File: config.mk
export PLATFORM = sky130hd
export DESIGN_NAME = vga_timing_gen
export DESIGN_NICKNAME = d
export VERILOG_FILES = /design/src/rtl/vga_timing_pkg.sv /design/src/rtl/vga_axis_counter.sv /design/src/rtl/vga_timing_gen.sv
export SDC_FILE = /design/constraint.sdc
export NUM_CORES = 1
export LEC_CHECK = 0
export CAP_MARGIN = 20
export CORE_UTILIZATION = 40
export CTS_CLUSTER_DIAMETER = 120
export DETAILED_ROUTE_END_ITERATION = 6
export HOLD_SLACK_MARGIN = 0.02
export MAX_ROUTING_LAYER = met4
export SYNTH_ARGS = -nofsm -noshare
export SYNTH_HDL_FRONTEND = slang
export SYNTH_HIERARCHICAL = 1
export SYNTH_SLANG_ARGS = --single-unit
File: constraint.sdc
create_clock -name clk -period 7.1 [get_ports clk]
set_input_delay 0.71 -clock clk [delete_from_list [all_inputs] [get_ports clk]]
set_output_delay 0.71 -clock clk [all_outputs]
set_load 0.05 [all_outputs]
File: src/rtl/vga_timing_pkg.sv
// rtl/vga_timing_pkg.sv - shared 640x480@60 timing constants, axis phase and coordinate types
package vga_timing_pkg;

   localparam int H_ACTIVE_DEF = 640;
   localparam int H_FP_DEF     = 16;
   localparam int H_SYNC_DEF   = 96;
   localparam int H_BP_DEF     = 48;

   localparam int V_ACTIVE_DEF = 480;
   localparam int V_FP_DEF     = 10;
   localparam int V_SYNC_DEF   = 2;
   localparam int V_BP_DEF     = 33;

   // Coordinates are 10 bits wide, so no axis may exceed this many positions.
   localparam int COORD_RANGE  = 1024;

   typedef enum logic [1:0] {
      PH_ACTIVE = 2'd0,
      PH_FRONT  = 2'd1,
      PH_SYNC   = 2'd2,
      PH_BACK   = 2'd3
   } phase_t;

   typedef logic [9:0] coord_t;

   function automatic int axis_total(input int active, input int fp, input int sync, input int bp);
      return active + fp + sync + bp;
   endfunction

endpackage

File: src/rtl/vga_axis_counter.sv
// rtl/vga_axis_counter.sv - one raster axis: position counter plus ACTIVE/FRONT/SYNC/BACK phase FSM
// count is registered; count_next/phase_next let the top register its decodes with zero latency.
module vga_axis_counter
   import vga_timing_pkg::*;
#(
   parameter int ACTIVE = H_ACTIVE_DEF,
   parameter int FP     = H_FP_DEF,
   parameter int SYNC   = H_SYNC_DEF,
   parameter int BP     = H_BP_DEF
) (
   input  logic       clk,
   input  logic       rst_n,
   input  logic       advance,
   output logic [9:0] count,
   output logic [9:0] count_next,
   output logic [1:0] phase_next,
   output logic       wrap
);

   localparam int     TOTAL      = axis_total(ACTIVE, FP, SYNC, BP);
   localparam coord_t LAST       = coord_t'(TOTAL - 1);
   localparam coord_t END_ACTIVE = coord_t'(ACTIVE - 1);
   localparam coord_t END_FRONT  = coord_t'(ACTIVE + FP - 1);
   localparam coord_t END_SYNC   = coord_t'(ACTIVE + FP + SYNC - 1);

   if (TOTAL > COORD_RANGE) begin : g_total_too_large
      $error("vga_axis_counter: axis total %0d exceeds %0d", TOTAL, COORD_RANGE);
   end

   if (ACTIVE < 1 || FP < 1 || SYNC < 1 || BP < 1) begin : g_empty_phase
      $error("vga_axis_counter: every phase needs at least one position");
   end

   phase_t state;
   phase_t state_next;
   coord_t count_q;

   always_ff @(posedge clk or negedge rst_n) begin
      if (!rst_n) begin
         count_q <= '0;
         state   <= PH_ACTIVE;
      end else begin
         count_q <= count_next;
         state   <= state_next;
      end
   end

   always_comb begin
      count_next = count_q;
      if (advance) begin
         count_next = (count_q == LAST) ? '0 : count_q + 10'd1;
      end
   end

   // The phase moves only when the counter steps off the last position of a phase.
   always_comb begin
      state_next = state;
      if (advance) begin
         case (state)
            PH_ACTIVE: if (count_q == END_ACTIVE) state_next = PH_FRONT;
            PH_FRONT:  if (count_q == END_FRONT)  state_next = PH_SYNC;
            PH_SYNC:   if (count_q == END_SYNC)   state_next = PH_BACK;
            PH_BACK:   if (count_q == LAST)       state_next = PH_ACTIVE;
            default:   state_next = PH_ACTIVE;
         endcase
      end
   end

   assign count      = count_q;
   assign phase_next = state_next;
   assign wrap       = advance && (count_q == LAST);

endmodule

File: src/rtl/vga_timing_gen.sv
// rtl/vga_timing_gen.sv - VGA raster generator: x/y, syncs, display_on, line/frame pulses, frame counter
// Optional macro VGA_TIMING_PIXEL_CE_EN adds pix_ce so the raster advances only on enabled clocks.
module vga_timing_gen
   import vga_timing_pkg::*;
#(
   parameter int   H_ACTIVE = H_ACTIVE_DEF,
   parameter int   H_FP     = H_FP_DEF,
   parameter int   H_SYNC   = H_SYNC_DEF,
   parameter int   H_BP     = H_BP_DEF,
   parameter int   V_ACTIVE = V_ACTIVE_DEF,
   parameter int   V_FP     = V_FP_DEF,
   parameter int   V_SYNC   = V_SYNC_DEF,
   parameter int   V_BP     = V_BP_DEF,
   parameter logic SYNC_POL = 1'b0
) (
   input  logic       clk,
   input  logic       rst_n,
`ifdef VGA_TIMING_PIXEL_CE_EN
   input  logic       pix_ce,
`endif
   output logic [9:0] x,
   output logic [9:0] y,
   output logic       hsync,
   output logic       vsync,
   output logic       display_on,
   output logic       line_end,
   output logic       frame_end,
   output logic [7:0] frame_count
);

   localparam coord_t H_LAST = coord_t'(axis_total(H_ACTIVE, H_FP, H_SYNC, H_BP) - 1);
   localparam coord_t V_LAST = coord_t'(axis_total(V_ACTIVE, V_FP, V_SYNC, V_BP) - 1);

   logic       tick;
   coord_t     h_count_next;
   coord_t     v_count_next;
   logic [1:0] h_phase_next;
   logic [1:0] v_phase_next;
   logic       h_wrap;
   logic       v_wrap;

   logic       hsync_q;
   logic       vsync_q;
   logic       display_q;
   logic       line_end_q;
   logic       frame_end_q;
   logic [7:0] frame_count_q;

`ifdef VGA_TIMING_PIXEL_CE_EN
   assign tick = pix_ce;
`else
   assign tick = 1'b1;
`endif

   vga_axis_counter #(
      .ACTIVE (H_ACTIVE),
      .FP     (H_FP),
      .SYNC   (H_SYNC),
      .BP     (H_BP)
   ) u_h_axis (
      .clk        (clk),
      .rst_n      (rst_n),
      .advance    (tick),
      .count      (x),
      .count_next (h_count_next),
      .phase_next (h_phase_next),
      .wrap       (h_wrap)
   );

   vga_axis_counter #(
      .ACTIVE (V_ACTIVE),
      .FP     (V_FP),
      .SYNC   (V_SYNC),
      .BP     (V_BP)
   ) u_v_axis (
      .clk        (clk),
      .rst_n      (rst_n),
      .advance    (h_wrap),
      .count      (y),
      .count_next (v_count_next),
      .phase_next (v_phase_next),
      .wrap       (v_wrap)
   );

   // Decodes use the next counter/phase values so each registered output lines up with x/y.
   always_ff @(posedge clk or negedge rst_n) begin
      if (!rst_n) begin
         hsync_q       <= ~SYNC_POL;
         vsync_q       <= ~SYNC_POL;
         display_q     <= 1'b1;
         line_end_q    <= 1'b0;
         frame_end_q   <= 1'b0;
         frame_count_q <= 8'd0;
      end else begin
         hsync_q       <= (h_phase_next == PH_SYNC) ? SYNC_POL : ~SYNC_POL;
         vsync_q       <= (v_phase_next == PH_SYNC) ? SYNC_POL : ~SYNC_POL;
         display_q     <= (h_phase_next == PH_ACTIVE) && (v_phase_next == PH_ACTIVE);
         line_end_q    <= (h_count_next == H_LAST);
         frame_end_q   <= (h_count_next == H_LAST) && (v_count_next == V_LAST);
         if (v_wrap) begin
            frame_count_q <= frame_count_q + 8'd1;
         end
      end
   end

   assign hsync       = hsync_q;
   assign vsync       = vsync_q;
   assign display_on  = display_q;
   assign frame_count = frame_count_q;

`ifdef VGA_TIMING_PIXEL_CE_EN
   // A pixel spans several clocks; the pulses mark only the enabled clock that ends it.
   assign line_end  = line_end_q & pix_ce;
   assign frame_end = frame_end_q & pix_ce;
`else
   assign line_end  = line_end_q;
   assign frame_end = frame_end_q;
`endif

endmodule

==> flow_metrics.tcl, run 1 <==
set metrics [dict create \
    drt-vias-per-instance 5.38 \
    yosysTopAreaCell "dfrtp_1" \
    ir_drop_uv 130 \
    rsz0062_at_grt "no" \
    p_total_mw 0.633 \
    fill_cells 389 \
    post-cts-setup-buffers 0 \
    violations "DRC" \
    drt_iter0_markers 101 \
    io_buffers 34 \
    synth_cell_type_count 52 \
    crit_fanout 18 \
    path_cells "ha_1 > and3_1 > and4_1 > nand2_2 > nor4_4 > and3_1 > xor2_1 > or4b_1 > nor3_1 > and3_1" \
    yosysMostFrequentCell "dfrtp_1" \
    antenna_found_initial 0 \
    slew_headroom_pct 59.8 \
    dpl_cell_area_um2 2280 \
    cts_made_buffers 5 \
    setup_violations 0 \
    cap_viol_max_count 0 \
    worst_slack_ps 3830 \
    dr_total_vias 1431 \
    nets 220 \
    cts-root-buf "clkbuf_8" \
    design.core.area_um2 4440 \
    fp.dieW_um 70.6 \
    cts_buffer_depth 2 \
    row_count 24 \
    cts_resized 0 \
    clock_skew_ps 10.6 \
    cts_hold_buf 0 \
    grt_pass1_wl_um 6490 \
    hold-worst-slack_ps 469 \
    postLayoutCellArea_um2 2400 \
    dieArea_um2 4980 \
    async_flop_share_pct 100 \
    rr_startpoint "u_h_axis/count[0]$_DFF_PN0_" \
    startpoint_type "flop" \
    critical_path_class "flop to flop" \
    netlist_instances 171 \
    seqPwrFrac_pct 41.8 \
    cp_common_cell "and3_1" \
    hp-class "flop to flop" \
    cp.arrival_ps 3490 \
    io_pins 35 \
    drive_gt1_share_pct 10.7 \
    drtAntennaViolNets 0 \
    htree_levels 2 \
    avgSynthCellArea_um2 11.0 \
    fmax_mhz 306 \
    place_hpwl_um 2860 \
    outcome "complete, but fails checks" \
    fin_util_pct 53.9 \
    wl_per_cell_um 14.6 \
    start_util_pct 42.3 \
    slowest_delay_ps 650 \
    slowest_stage "and4_1" \
    cts_sinks 37 \
    worst_slew_pin_slew_ps 604 \
    gr-total-overflow 0 \
    synthTopCellsByArea "dfrtp_1, dfstp_2, xnor2_1" \
    switching_share_pct 36.0 \
    powerDensity_nw_per_um2 264 \
    synth-seq-cells 37 \
    pwr-share-clk_pct 29.7 \
    crit_buf_inv 0 \
    ff2ff_path_depth 10 \
    netlist_area_um2 1880 \
    die_h_um 70.6 \
    dp_slack_ps 3820 \
    routed_wirelength_um 3880 \
    seq_area_frac_synth_pct 49.4 \
    diodes 0 \
    critPathCaptureType "flop" \
    hold_viol 0 \
    grt_pass1_vias 1433 \
    synth.top_cell.area_share_pct 45.2 \
    critical_path_required_ps 7320 \
    cts_tree "yes" \
    grt_usage_pct 17.4 \
    gp_congestion 0.840 \
    tns_ps 0 \
    slew_violations 0 \
    rr_endpoint "frame_end$_DFF_PN0_" \
    place_inst 258 \
    rrSetupSlack_ps 3830 \
    synth_common_cells "dfrtp_1, nand2_1, nor2_1, xnor2_1" \
    synth_top_flop_cell "dfrtp_1" \
    p_int_mw 0.405 \
    area_growth_pct 27.4 \
    firstDrtPassIters 6 \
    grt_max_degree 38 \
    crit_family "simple AND/OR/NAND/NOR gates" \
    setup.worst_path.end "frame_end$_DFF_PN0_" \
    synth_edf_count 0 \
    cp.depth 10 \
    p_comb_share_pct 28.5 \
    min_period_over_period_pct 46.1 \
    fin_crit_ps 3270 \
    leakagePower_nw 1.12 \
    p_sw_mw 0.228 \
    finalNonFillerCells 266 \
    clk_latency_ps 290 \
    crit_start "u_h_axis/count[0]$_DFF_PN0_" \
    ys_warn_count 6 \
    drc 6 \
    clk_pin_slew_worst_paths_ps 70 \
]
worst min-delay path by stage:
stage | from | end | slack (ps) | cells past startpoint
6_report | frame_count[7]$_DFFE_PN0P_ | frame_count[7]$_DFFE_PN0P_ | 470 | 1
5_1_grt | frame_count[7]$_DFFE_PN0P_ | frame_count[7]$_DFFE_PN0P_ | 500 | 1
3_3_place_gp | frame_count[7]$_DFFE_PN0P_ | frame_count[7]$_DFFE_PN0P_ | 450 | 1
2_1_floorplan | rst_n | frame_count[0]$_DFFE_PN0P_ | 410 | 0
4_1_cts | frame_count[7]$_DFFE_PN0P_ | frame_count[7]$_DFFE_PN0P_ | 480 | 1
3_5_place_dp | frame_count[7]$_DFFE_PN0P_ | frame_count[7]$_DFFE_PN0P_ | 460 | 1
power by group through the flow:
stage / clock network (mW) / logic [mW] / registers (mW)
global placement: 0 / 0.179 / 0.266
global route: 0.204 / 0.191 / 0.269
CTS: 0.194 / 0.181 / 0.266
floorplan: 0 / 0.0525 / 0.334
finish: 0.188 / 0.181 / 0.265
detailed placement: 0 / 0.180 / 0.270
worst reg2reg max path, delay by kind of cell (launching register included):
kind                     cells  cell delay (ps)
AND/OR/NAND/NOR              8             2560
adder cells (fa/ha/maj)      1              180
flip-flops                   1              400
XOR/XNOR                     1               80
layer usage:
layer,share of wire [%],GRT usage (%),up-vias
li1,-,-,697
met1,45,20.9,686
met2,50,28.2,44
met3,3.9,4.27,4
met4,1.1,7.11,0
met5,0,-,-
flip-flops by register name, indices dropped and copies added, names as in the netlist:
name	cells
u_h_axis/count	10
u_v_axis/count	10
frame_count	8
u_h_axis/state	2
u_v_axis/state	2
display_on	1
frame_end	1
hsync	1
line_end	1
vsync	1
layout by cell type (no fill, tap or decap), types with 6 or more instances in the layout:
| cell | n |
|---|---|
| nand3_1 | 6 |
| xor2_1 | 8 |
| clkdlybuf4s50_1 | 34 |
| nand4_1 | 8 |
| xnor2_1 | 9 |
| nor2_1 | 10 |
| dfrtp_1 | 34 |
| nand2_1 | 14 |
| and3_1 | 7 |
| clkbuf_8 | 6 |
layout make-up:
cell class	count	area (um^2)	share of cell area (%)
clock inverter	2	37.5	1.57
timing repair buffer	35	348	14.5
clock buffer	6	82.6	3.44
multi-input combinational	129	916	38.2
tap	52	65.1	2.71
inverter	5	18.8	0.783
sequential	37	930	38.8
cells by family (layout without fill, tap and decap cells):
logic type	after synthesis	count (layout)	synth area share [%]
flops	37	37	49.4
other cells	1	5	0.199
mux	4	4	2.26
simple gates	77	77	26.3
xor+xnor	17	17	7.91
compound gates	21	21	7.91
buf+inv	9	48	2.73
fa+ha+maj	5	5	3.32
No activity file was read; power rests on OpenSTA's default activity.
==> inputs of run 2 (changes only) <==
--- a/config.mk
+++ b/config.mk
@@ -11,6 +11,7 @@
 export DETAILED_ROUTE_END_ITERATION = 6
 export HOLD_SLACK_MARGIN = 0.02
 export MAX_ROUTING_LAYER = met4
+export PLACE_DENSITY = 0.66
 export SYNTH_ARGS = -nofsm -noshare
 export SYNTH_HDL_FRONTEND = slang
 export SYNTH_HIERARCHICAL = 1
==> constraint.sdc (replaced) <==
create_clock -name clk -period 3 [get_ports clk]
set_input_delay 0.3 -clock clk [delete_from_list [all_inputs] [get_ports clk]]
set_output_delay 0.3 -clock clk [all_outputs]
set_load 0.05 [all_outputs]
==> run 2 against run 1 <==
Against the previous run:
- the run still ends with DRC left
- sequential power is 140% higher
- worst setup slack worse by 3600 ps
- critical endpoint unchanged
- cell area is 0.99% lower
- global-route usage is 1.5 points higher
- total power is 120% higher
- final cell count is 0.38% higher
- via count is 3.9% higher
==> flow_metrics.tcl, run 2 (synthesis gave the netlist of run 1 again) <==
set metrics [dict create \
    hold_viol 0 \
    area_growth_pct 26.1 \
    cts_hold_buf 0 \
    die_h_um 70.6 \
    slew_violations 0 \
    firstDrtPassIters 6 \
    grt_pass1_vias 1407 \
    min_period_over_period_pct 91.0 \
    clk_pin_slew_worst_paths_ps 70 \
    cts_tree "yes" \
    fp.dieW_um 70.6 \
    slew_headroom_pct 45.9 \
    htree_levels 2 \
    rsz0062_at_grt "no" \
    finalNonFillerCells 267 \
    gr-total-overflow 0 \
    drt_iter0_markers 92 \
    gp_congestion 0.863 \
    setup_violations 0 \
    critical_path_required_ps 3220 \
    clk_latency_ps 280 \
    drtAntennaViolNets 0 \
    cts_sinks 37 \
    tns_ps 0 \
    grt_usage_pct 18.9 \
    outcome "complete, but fails checks" \
    powerDensity_nw_per_um2 593 \
    fmax_mhz 366 \
    cts-root-buf "clkbuf_8" \
    grt_pass1_wl_um 7020 \
    start_util_pct 42.3 \
    cap_viol_max_count 0 \
    clock_skew_ps 4.74 \
    cts_resized 0 \
    row_count 24 \
    worst_slew_pin_slew_ps 811 \
    final_common_cell "clkdlybuf4s50_1" \
    cts_buffer_depth 2 \
    leakagePower_nw 1.11 \
    fill_cells 401 \
    drt-vias-per-instance 5.57 \
    critical_path_class "flop to flop" \
    dieArea_um2 4980 \
    ir_drop_uv 339 \
    cp.arrival_ps 2950 \
    nets 221 \
    fin_crit_ps 2730 \
    routed_wirelength_um 4090 \
    critPathCaptureType "flop" \
    dr_total_vias 1487 \
    violations "DRC" \
    layout_common_cells "clkdlybuf4s50_1, dfrtp_1, nand2_1" \
    io_buffers 34 \
    post-cts-setup-buffers 0 \
    diodes 0 \
    place_inst 259 \
    startpoint_type "flop" \
    grt_max_degree 38 \
    antenna_found_initial 0 \
    cts_made_buffers 5 \
    place_hpwl_um 3020 \
    drc 8 \
    crit_fanout 9 \
    io_pins 35 \
    hp-class "primary input to asynchronous set/reset pin" \
    drive_gt1_share_pct 12.1 \
    wl_per_cell_um 15.3 \
    design.core.area_um2 4440 \
]
[run 2: cell type report]
cell class	count	area, um^2	share of cell area (%)
clock buffer	8	90.1	3.80
inverter	5	18.8	0.791
multi-input combinational	129	917	38.6
sequential	37	932	39.3
tap	52	65.1	2.74
timing repair buffer	36	350	14.8
[run 2: worst max-delay path: stages (launching register included)]
cell and delay, ps:
dfrtp_2 430, ha_1 210, and3_2 260, and4_1 240, nand2_2 120, and3b_4 250, a311oi_1 280, a41o_1 150
or4b_1 430, nor3_1 130, and3_1 170
[run 2: path summary, 6_finish.rpt]
kind                                             start                     endpoint  slack (ps)  depth (start not counted)
max                        u_h_axis/count[0]$_DFF_PN0_          frame_end$_DFF_PN0_         270                         10
min                                              rst_n  u_h_axis/count[6]$_DFF_PN0_         110                          1
max reg2reg                u_h_axis/count[0]$_DFF_PN0_          frame_end$_DFF_PN0_         270                         10
min reg2reg                 frame_count[7]$_DFFE_PN0P_   frame_count[7]$_DFFE_PN0P_         470                          1
max in group asynchronous                        rst_n  u_h_axis/count[0]$_DFF_PN0_        2330                          1
min in group clk            frame_count[7]$_DFFE_PN0P_   frame_count[7]$_DFFE_PN0P_         470                          1
[run 2: stage by stage]
stage | total power, mW | hold WS, ps | setup slack [ps] | utilization [%] | instance area, um^2
detailed placement | 1.07 | 453 | 227 | 51.4 | 2280
finish | 1.41 | 108 | 269 | 53.4 | 2370
global placement | 1.06 | 434 | 268 | 51.4 | 2280
floorplan | 0.919 | 4.41 | 149 | - | 1900
global route | 1.48 | 166 | 55.3 | 53.4 | 2370
CTS | 1.42 | 136 | 187 | 53.4 | 2370
[run 2: routing by layer]
metal	GRT usage (%)	wire, um	part of all wire, %
met1	24.4	1840	45
met2	29.4	1950	48
met3	5.13	241	5.9
met4	5.33	55	1.3
met5	-	0	0
[run 2: power breakdown]
group | internal [mW] | switching [mW]
Clock | 0.187 | 0.161
Combinational | 0.140 | 0.287
Sequential | 0.551 | 0.0810
Total | 0.878 | 0.529
